## src/rtl/clk_div_prog.sv

```systemverilog
// Programmable clock divider: registered divided clock plus a one-cycle tick
// in the last cycle of each period. Divisor changes take effect at period boundaries.
module clk_div_prog #(
   parameter int WIDTH       = 8,
   parameter int DEFAULT_DIV = 2
) (
   input  logic             clk_i,
   input  logic             rst_ni,
   input  logic             en_i,
   input  logic [WIDTH-1:0] div_i,
   input  logic             div_load_i,
   output logic             clk_o,
   output logic             tick_o,
   output logic [WIDTH-1:0] active_div_o
);

   localparam logic [WIDTH-1:0] DEF_DIV = WIDTH'(DEFAULT_DIV);
   localparam logic [WIDTH-1:0] ONE     = WIDTH'(1);
   localparam logic [WIDTH-1:0] TWO     = WIDTH'(2);

   logic [WIDTH-1:0] pending_reg;
   logic [WIDTH-1:0] active_reg;
   logic [WIDTH-1:0] cnt_reg;
   logic             clk_reg;
   logic             tick_reg;

   logic             wrap;
   logic [WIDTH-1:0] cnt_next;
   logic [WIDTH-1:0] div_next;
   logic [WIDTH-1:0] idle_div;
   logic             clk_next;
   logic             tick_next;

   // Divisors 0 and 1 behave as 2; applied whenever a value enters the active register.
   function automatic logic [WIDTH-1:0] clamp_div(input logic [WIDTH-1:0] v);
      return (v < TWO) ? TWO : v;
   endfunction

   always_comb begin
      wrap      = (cnt_reg == (active_reg - ONE));
      cnt_next  = wrap ? '0 : (cnt_reg + ONE);
      // A load coinciding with the wrap bypasses the pending register.
      div_next  = wrap ? clamp_div(div_load_i ? div_i : pending_reg) : active_reg;
      idle_div  = clamp_div(pending_reg);
      clk_next  = (cnt_next < (div_next >> 1));
      tick_next = (cnt_next == (div_next - ONE));
   end

   always_ff @(posedge clk_i or negedge rst_ni) begin
      if (!rst_ni) begin
         pending_reg <= DEF_DIV;
         active_reg  <= DEF_DIV;
         cnt_reg     <= DEF_DIV - ONE;
         clk_reg     <= 1'b0;
         tick_reg    <= 1'b0;
      end else begin
         if (div_load_i) begin
            pending_reg <= div_i;
         end
         if (!en_i) begin
            // Parking cnt at the last count makes the first enabled edge start a period.
            active_reg <= idle_div;
            cnt_reg    <= idle_div - ONE;
            clk_reg    <= 1'b0;
            tick_reg   <= 1'b0;
         end else begin
            active_reg <= div_next;
            cnt_reg    <= cnt_next;
            clk_reg    <= clk_next;
            tick_reg   <= tick_next;
         end
      end
   end

   assign clk_o        = clk_reg;
   assign tick_o       = tick_reg;
   assign active_div_o = active_reg;

endmodule

```

## config.mk

```make
export PLATFORM = sky130hd
export DESIGN_NAME = clk_div_prog
export DESIGN_NICKNAME = d
export VERILOG_FILES = /design/src/rtl/clk_div_prog.sv
export SDC_FILE = /design/constraint.sdc
export NUM_CORES = 1
export LEC_CHECK = 0
export ABC_AREA = 1
export ABC_CLOCK_PERIOD_IN_PS = 2700
export CAP_MARGIN = 30
export CORE_MARGIN = 2
export CORE_UTILIZATION = 50
export CTS_BUF_LIST = sky130_fd_sc_hd__clkbuf_16
export DETAILED_ROUTE_END_ITERATION = 10
export GPL_ROUTABILITY_DRIVEN = 0
export PLACE_DENSITY = 0.82
export SYNTH_ARGS = -nofsm -noshare
export SYNTH_HDL_FRONTEND = slang
export SYNTH_SLANG_ARGS = --single-unit
export TNS_END_PERCENT = 100
```

## constraint.sdc

```tcl
create_clock -name clk_i -period 2.7 [get_ports clk_i]
set_input_delay 0.54 -clock clk_i [delete_from_list [all_inputs] [get_ports clk_i]]
set_output_delay 0.54 -clock clk_i [all_outputs]
set_load 0.03 [all_outputs]
```

---- Word-level counts from Yosys, hierarchy flattened ----
Cells that the tools add are included.
storage, ports and cells
  register bits after elaboration ......... 26
  output and inout bits ................... 10
  logic and storage cells ................. 23
  bits of input ports ..................... 12
operators by class
  equality and inequality tests ........... 2
  magnitude comparators ................... 3
  mux-type cells .......................... 9
  $add $sub $neg .......................... 4
operators with widths
  kind                                                                           number
  8-bit two-way mux                                                              7
  8-bit by 1-bit subtractor with 8-bit output (second input constant)            3
  8-bit == test                                                                  2
  8-bit by 2-bit less-than comparator with 1-bit output (second input constant)  2
  8-bit by 1-bit adder with 8-bit output (second input constant)                 1
  8-bit by 7-bit less-than comparator with 1-bit output                          1
  1-bit two-way mux                                                              2

---- Logic depth before layout (Yosys ltp) ----
Gate-level depths: netlist of the first run.
  depth in word-level cells ............... 7
  mapped depth ............................ 24
  gate-level depth less buffers ........... 24

---- Worst setup path before layout of the first run ----
Ideal clock, no wire load.
  path kind ............................... reg2reg
  start ................................... register active_reg[1], in the netlist active_div_o[1]
  end ..................................... register tick_reg, in the netlist tick_o
  period minus slack after synthesis ...... 2.859 ns
  cell stages (with the launch flop) ...... 24
  buffers on the path ..................... 0
  arrival ................................. 2.788 ns
  setup time .............................. 0.071 ns
  setup slack ............................. -0.159 ns
  data required time ...................... 2.629 ns
  path through ............................ dfstp_2 inv_1 ha_1 inv_1 nand2_1 nand2_1 inv_1 nand2_1 nor2_2 nand3_2 nor2_4 nand2_4 nand2_1 nand2_1 inv_1 ha_1 nand3_1 nor2_4 nand2_2 nand3_1 nand2_1 nor2_1 nand3_1 nor2_1
on the way
  word-level cells in the longest chain between the ends .. 6
  elaborated cells between the ends (all ways) .. 7
  those cells by class .................... 2 x add/sub; 2 x eq/ne; 3 x mux
RTL lines
  what                                         line  text
  start: declaration                           22    logic [WIDTH-1:0] active_reg;
  start signal: assignment                     62    active_reg <= idle_div;
  start signal: assignment                     67    active_reg <= div_next;
  8-bit by 1-bit subtractor with 8-bit output  40    wrap = (cnt_reg == (active_reg - ONE));
  8-bit == test                                40
  8-bit two-way mux                            43    div_next = wrap ? clamp_div(div_load_i ? div_i : pending_reg) : active_reg;
  8-bit by 1-bit subtractor with 8-bit output  46    tick_next = (cnt_next == (div_next - ONE));
  8-bit == test *                              46
  1-bit two-way mux *                          60    if (!en_i) begin
  end signal: assignment                       70    tick_reg <= tick_next;
  end: declaration                             25    logic tick_reg;
Mark *: on every way between the ends. The rest lies on a longest branch, timed or not.

---- Worst setup path after layout of the first run ----
Ends and elaborated chain as after synthesis.

==> metrics.txt, run 1 <==
status finished, violations left; failing checks setup timing; die height 72.2 um; Internal 1.12 mW; first-pass GRT wire length 11500 um; Port Buffers 21; post-synthesis sequential area ratio 28.1%; Synth Area per Inst 6.32 um2; final count of hold timing violations 0; mux cell area share after synthesis 0.431%; Routed WL 7100 um; CP max stage delay 0.56 ns; Combinational Power Share 50.7%; H-tree depth 1; XOR/XNOR share of the synthesized area 2.26%; Slew @ Worst Pin 0.650 ns; Reg power frac 26.2%; Yosys reg bits 26; unrepaired setup endpoints after global routing true; Final period util 103%; CP required 2.90 ns; drt via density 5.62; filler instances 351; Num CTS Buffers 3; Setup WS post-layout -0.0929 ns; Post-Place Cells 467; crit-path cells inv_4, ha_4, inv_2, nand2_2, nand2_2, nor2_1, nand2_1, nor2_1, nand2_1, nor2_4, nand2_2, nand2_2, nand2_2, ha_4, inv_1, nand2_1, nand4_1, nor2_1, nand2_1, nor2_1, nand3_1, nor2_1; worst-path fanout max 3; Placement Cell Area 0.00282 mm2; post-synth net total 390; Worst Setup End Kind register; fin util 69.7%; GRT Total Usage 28.5%; max cap viols 0; Synth Area in Simple Gates 43.3%; P_sw 0.806 mW; number of core rows 24; # setup viols final 2; Pwr Density 625 mW/mm2; Initial Utilization 52.7%; Clk pwr share 23.1%; Setup CP Type register to register; CTS tree done; relative slew slack 56.6%; synth-to-layout area growth 32.3%; clk buf depth 2; Hold Crit Class register to register; Final Instance Area 0.00308 mm2; Final Max Slew Viols 0; Bufs and invs on worst path 3; DIE AREA 0.00521 mm2; Synth Warn # 0; number of DRC markers in iteration 0 182; Post-Synth Adder-Cell Area 5.38%; Largest delay share family, worst path simple AND/OR/NAND/NOR gates; Setup Skew 0.00306 ns; HPWL after DPL 5260 um; clock root cell clkbuf_16; critical path's slowest cell dfstp_2; core region area 0.00441 mm2; initial antenna violation count 0; Sink Count 26; largest family of logic cells by synthesized area simple AND/OR/NAND/NOR gates; DRC 0; Synth Area in Compound Gates 9.90%; clock period minus worst slack 2.79 ns; synthesized instance count 368; Max IR drop VDD 399 uV; Sequential cell area 656 um2; Synth cell types 33; die width 72.2 um; antenna-violating nets left 0; Ports 22; Non-Filler Instances 476; vias post-DR 2675; WP data arrival 2.99 ns; footprint of the multi-input gates 0.00156 mm2; pre-CTS setup slack -0.282 ns; diode count 0; Reg2Reg Setup Slack -0.09 ns; layout cells sized above 1 24.5%; vias in the first global route 2509; DR WL/cell 14.9 um; mapped cell area 0.00232 mm2; # hold bufs at CTS 0; clock latency on the worst-skew pair 0.27 ns; setup tns final -0.136 ns; Peak Freq 358 MHz; Final nets 447; element type at the critical path start register; Switching Share 41.9%; Initial DRT Pass Iterations 5; clock-pin slew on the worst setup and hold paths 0.07 ns; GRT overflow 0; leakage power 1.60 nW; largest net degree at the start of global routing 27
[through the flow]
stage	power (mW)	hold WS [ns]
after global placement	1.32	0.545
after global routing	2.04	0.614
after detailed placement	1.36	0.546
final	1.92	0.566
after floorplan	1.06	0.244
after CTS	1.85	0.552
[cell families (layout without fill, tap and decap cells)]
kind of cell	count (synthesis)	count (layout)
buf+inv	63	118
xor+xnor	6	6
compound gates	41	41
mux	1	1
fa+ha+maj	10	10
flops	26	26
simple gates	221	222
[routing by layer]
layer	share of wire [%]	track usage, %	vias to the layer above	wire (um)
met5	0	0	-	0
met1	41	38.0	1214	2920
met4	3.3	11.3	0	234
met3	7.7	2.64	26	545
met2	48	47.8	150	3390
li1	-	-	1285	-
[cell usage after synthesis (all sizes together)]
master | instances | area share [%]
nand2 | 125 | 22
nor3 | 6 | 1.3
o21ai | 30 | 6.9
mux2i | 1 | 0.43
nand4 | 3 | 0.81
nor2 | 40 | 8.6
clkbuf | 3 | 0.48
xor2 | 4 | 1.5
clkinv | 3 | 0.54
ha | 10 | 5.4
inv | 55 | 8.9
or2 | 1 | 0.27
dfstp | 3 | 3.4
a21oi | 5 | 1.2
nand3 | 44 | 9.9
o21a | 2 | 0.65
dfrtp | 23 | 25
a31oi | 4 | 1.1
buf | 2 | 0.70
nand3b | 2 | 0.65
xnor2 | 2 | 0.75
[what timing repair did]
item / CTS / global route
endpoints found under the setup margin: 2 / 2
gates cloned: 1 / 0
buffers inserted: 3 / 1
pin swaps: 15 / 20
resized for setup: 12 / 21
endpoints found under the hold margin: 0 / 0
[power groups by stage]
stage	clock [mW]	combinational (mW)	sequential [mW]
after floorplan	0	0.530	0.534
after global placement	0	0.817	0.506
after detailed placement	0	0.849	0.509
after CTS	0.447	0.903	0.502
after global routing	0.462	1.06	0.512
final	0.445	0.975	0.505
[worst paths after layout]
| check | end | cells after the start | start |
|---|---|---|---|
| max | tick_o$_DFF_PN0_ | 22 | active_div_o[1]$_DFF_PN1_ |
| min | active_div_o[5]$_DFF_PN0_ | 2 | pending_reg[5]$_DFF_PN0_ |
| max reg2reg | tick_o$_DFF_PN0_ | 22 | active_div_o[1]$_DFF_PN1_ |
| min reg2reg | active_div_o[5]$_DFF_PN0_ | 2 | pending_reg[5]$_DFF_PN0_ |
| max in group asynchronous | cnt_reg[0]$_DFF_PN1_ | 2 | rst_ni |
| min in group asynchronous | pending_reg[7]$_DFF_PN0_ | 2 | rst_ni |
[placed cells by master, fill, tap and decap left out, types with 2 or more instances in the layout]
cell / count
nor2_4: 4
nor2_2: 6
inv_2: 5
buf_4: 35
clkinv_1: 2
dfrtp_1: 22
xor2_1: 4
clkbuf_16: 3
nor2_1: 29
xnor2_1: 2
ha_1: 8
nand2_2: 21
ha_4: 2
nand4_1: 3
nand3_2: 8
nand3_1: 35
dfstp_2: 3
a21oi_1: 2
nor3_1: 6
a21oi_2: 3
nand2_1: 102
nand2_4: 3
o21ai_2: 4
o21a_1: 2
inv_1: 49
clkdlybuf4s50_1: 21
o21ai_0: 23
a31oi_1: 4
o21ai_1: 3
nand3b_1: 2
[area by class of cell]
cell class | instances | area share, %
clock inverter | 1 | 0.976
multi-input combinational | 280 | 50.6
timing repair buffer | 56 | 15.4
clock buffer | 3 | 2.44
tap | 52 | 2.11
inverter | 58 | 7.20
sequential | 26 | 21.3
[worst reg2reg max path: stages (launching register included)]
cell and delay [ns]:
dfstp_2 0.56, inv_4 0.05, ha_4 0.26, inv_2 0.03
nand2_2 0.05, nand2_2 0.06, nor2_1 0.09, nand2_1 0.07
nor2_1 0.10, nand2_1 0.09, nor2_4 0.15, nand2_2 0.08
nand2_2 0.08, nand2_2 0.07, ha_4 0.26, inv_1 0.03
nand2_1 0.07, nand4_1 0.11, nor2_1 0.15, nand2_1 0.07
nor2_1 0.10, nand3_1 0.07, nor2_1 0.10
Note: power is estimated with default switching activity, not from simulation.
==> run 2: changes to the inputs <==
Settings changed: CORE_MARGIN 2 to default, CTS_CLUSTER_DIAMETER from default to 200, TNS_END_PERCENT 100 to default.
==> metrics.txt, run 2 (synthesis results as in run 1) <==
Placement Cell Area 0.00282 mm2; WHS 0.562 ns; CP max stage delay 0.54 ns; startpoint of the worst hold path pending_reg[0]$_DFF_PN0_; footprint of the multi-input gates 0.00153 mm2; Final period util 103%; element type at the critical path start register; DRC 0; Max IR drop VDD 599 uV; # setup viols final 1; largest net degree at the start of global routing 27; Setup crit start active_div_o[1]$_DFF_PN1_; Worst Setup End Kind register; Routed WL 7140 um; Num CTS Buffers 3; diode count 0; WP data arrival 2.97 ns; Power Total 1.92 mW; crit-path cells inv_2, ha_4, inv_2, nand2_2, nand2_2, inv_1, nand2_1, nor2_2, nand3_2, nor2_4, nand2_4, nand2_2, nand2_2, inv_2, ha_4, nand3_4, nor2_4, nand3_1, nand2_1, nand2_1, nand2_1, nand3_1, nor2_1; filler instances 378; HPWL after DPL 5050 um; Initial Utilization 52.7%; Sink Count 26; vias in the first global route 2536; Ports 22; Initial DRT Pass Iterations 5; layout cells sized above 1 23.9%; pre-CTS setup slack -0.213 ns; CP required 2.90 ns; DIE AREA 0.00493 mm2; reg2reg start active_div_o[1]$_DFF_PN1_; Final Max Slew Viols 0; GRT Total Usage 30.2%; Peak Freq 361 MHz; clock period minus worst slack 2.77 ns; status finished, violations left; # hold bufs at CTS 0; fin util 69.5%; Setup Skew 0.00560 ns; clk buf depth 2; core region area 0.00441 mm2; critical path's slowest cell dfstp_2; initial antenna violation count 0; Slew @ Worst Pin 0.725 ns; clock latency on the worst-skew pair 0.27 ns; vias post-DR 2676; Setup WS post-layout -0.0699 ns; worst-path fanout max 6; relative slew slack 51.6%; first-pass GRT wire length 11600 um; final count of hold timing violations 0; Sequential cell area 656 um2; commonest non-fill, non-tap cell in the layout nand2_1; antenna-violating nets left 0; CTS tree done; leakage power 1.59 nW; synth-to-layout area growth 31.9%; max cap viols 0; clock-pin slew on the worst setup and hold paths 0.07 ns; number of DRC markers in iteration 0 201; clock root cell clkbuf_16; number of core rows 24; DR WL/cell 14.9 um; Pwr Density 626 mW/mm2; Port Buffers 21; failing checks setup timing; Final Instance Area 0.00307 mm2; die height 70.2 um; unrepaired setup endpoints after global routing true; die width 70.2 um; H-tree depth 1; Hold Crit Class register to register; most frequent cells in the layout nand2_1 (106), inv_1 (47), nand3_1 (39), buf_4 (38), nor2_1 (27); drt via density 5.59; Setup CP Type register to register; Final nets 450; GRT overflow 0
run 2: cell types whose count changed in the layout (fill, tap and decap cells not counted), sizes merged:
cell,change
buf,+3
run 2: where the power goes:
part | internal, mW | leakage [nW] | total (mW) | switching [mW]
Sequential | 0.445 | 0.303 | 0.504 | 0.0589
Clock | 0.295 | 0.0511 | 0.437 | 0.142
Combinational | 0.385 | 1.23 | 0.978 | 0.593
run 2: per-stage QoR:
step | std cells | TNS [ns]
after floorplan | 368 | 0
after global routing | 479 | -0.456
final | 479 | -0.0699
after CTS | 478 | -0.00693
after global placement | 467 | -0.174
after detailed placement | 467 | -0.276
run 2: critical path, delay by kind of cell, from the launching register on:
kind                       cells  cell delay, ns
DFF                            1            0.54
buffers and inverters          4            0.21
and+or+nand+nor               17            1.54
adders and majority gates      2            0.42
run 2: per-layer routing:
| layer | track usage [%] | share of wire (%) | wire length (um) |
|---|---|---|---|
| met1 | 39.3 | 40 | 2870 |
| met2 | 51.3 | 49 | 3500 |
| met3 | 2.60 | 7.4 | 530 |
| met4 | 12.7 | 3.3 | 236 |
| met5 | 0 | 0 | 0 |
run 2: layout make-up:
class	instances	area share [%]
clock buffers	3	2.45
repair buffers	59	16.2
well taps	52	2.12
multi-input cells	280	49.8
clock inverters	1	0.979
inverters	58	7.14
flip-flops and latches	26	21.4
run 2: path summary, 6_finish.rpt:
| check | endpoint | slack [ns] | depth (start not counted) |
|---|---|---|---|
| setup / recovery | tick_o$_DFF_PN0_ | -0.07 | 23 |
| hold / removal | pending_reg[0]$_DFF_PN0_ | 0.56 | 2 |
| setup reg to reg | tick_o$_DFF_PN0_ | -0.07 | 23 |
| hold reg to reg | pending_reg[0]$_DFF_PN0_ | 0.56 | 2 |
| max in group asynchronous | pending_reg[1]$_DFF_PN1_ | 1.75 | 2 |
| min in group asynchronous | active_div_o[7]$_DFF_PN0_ | 0.64 | 2 |
run 2: timing repair:
item,4_1_cts,5_1_grt
pin swaps,12,20
buffers inserted,6,1
cloned,1,0
gates resized for setup,9,19
endpoints found under the setup margin,2,3
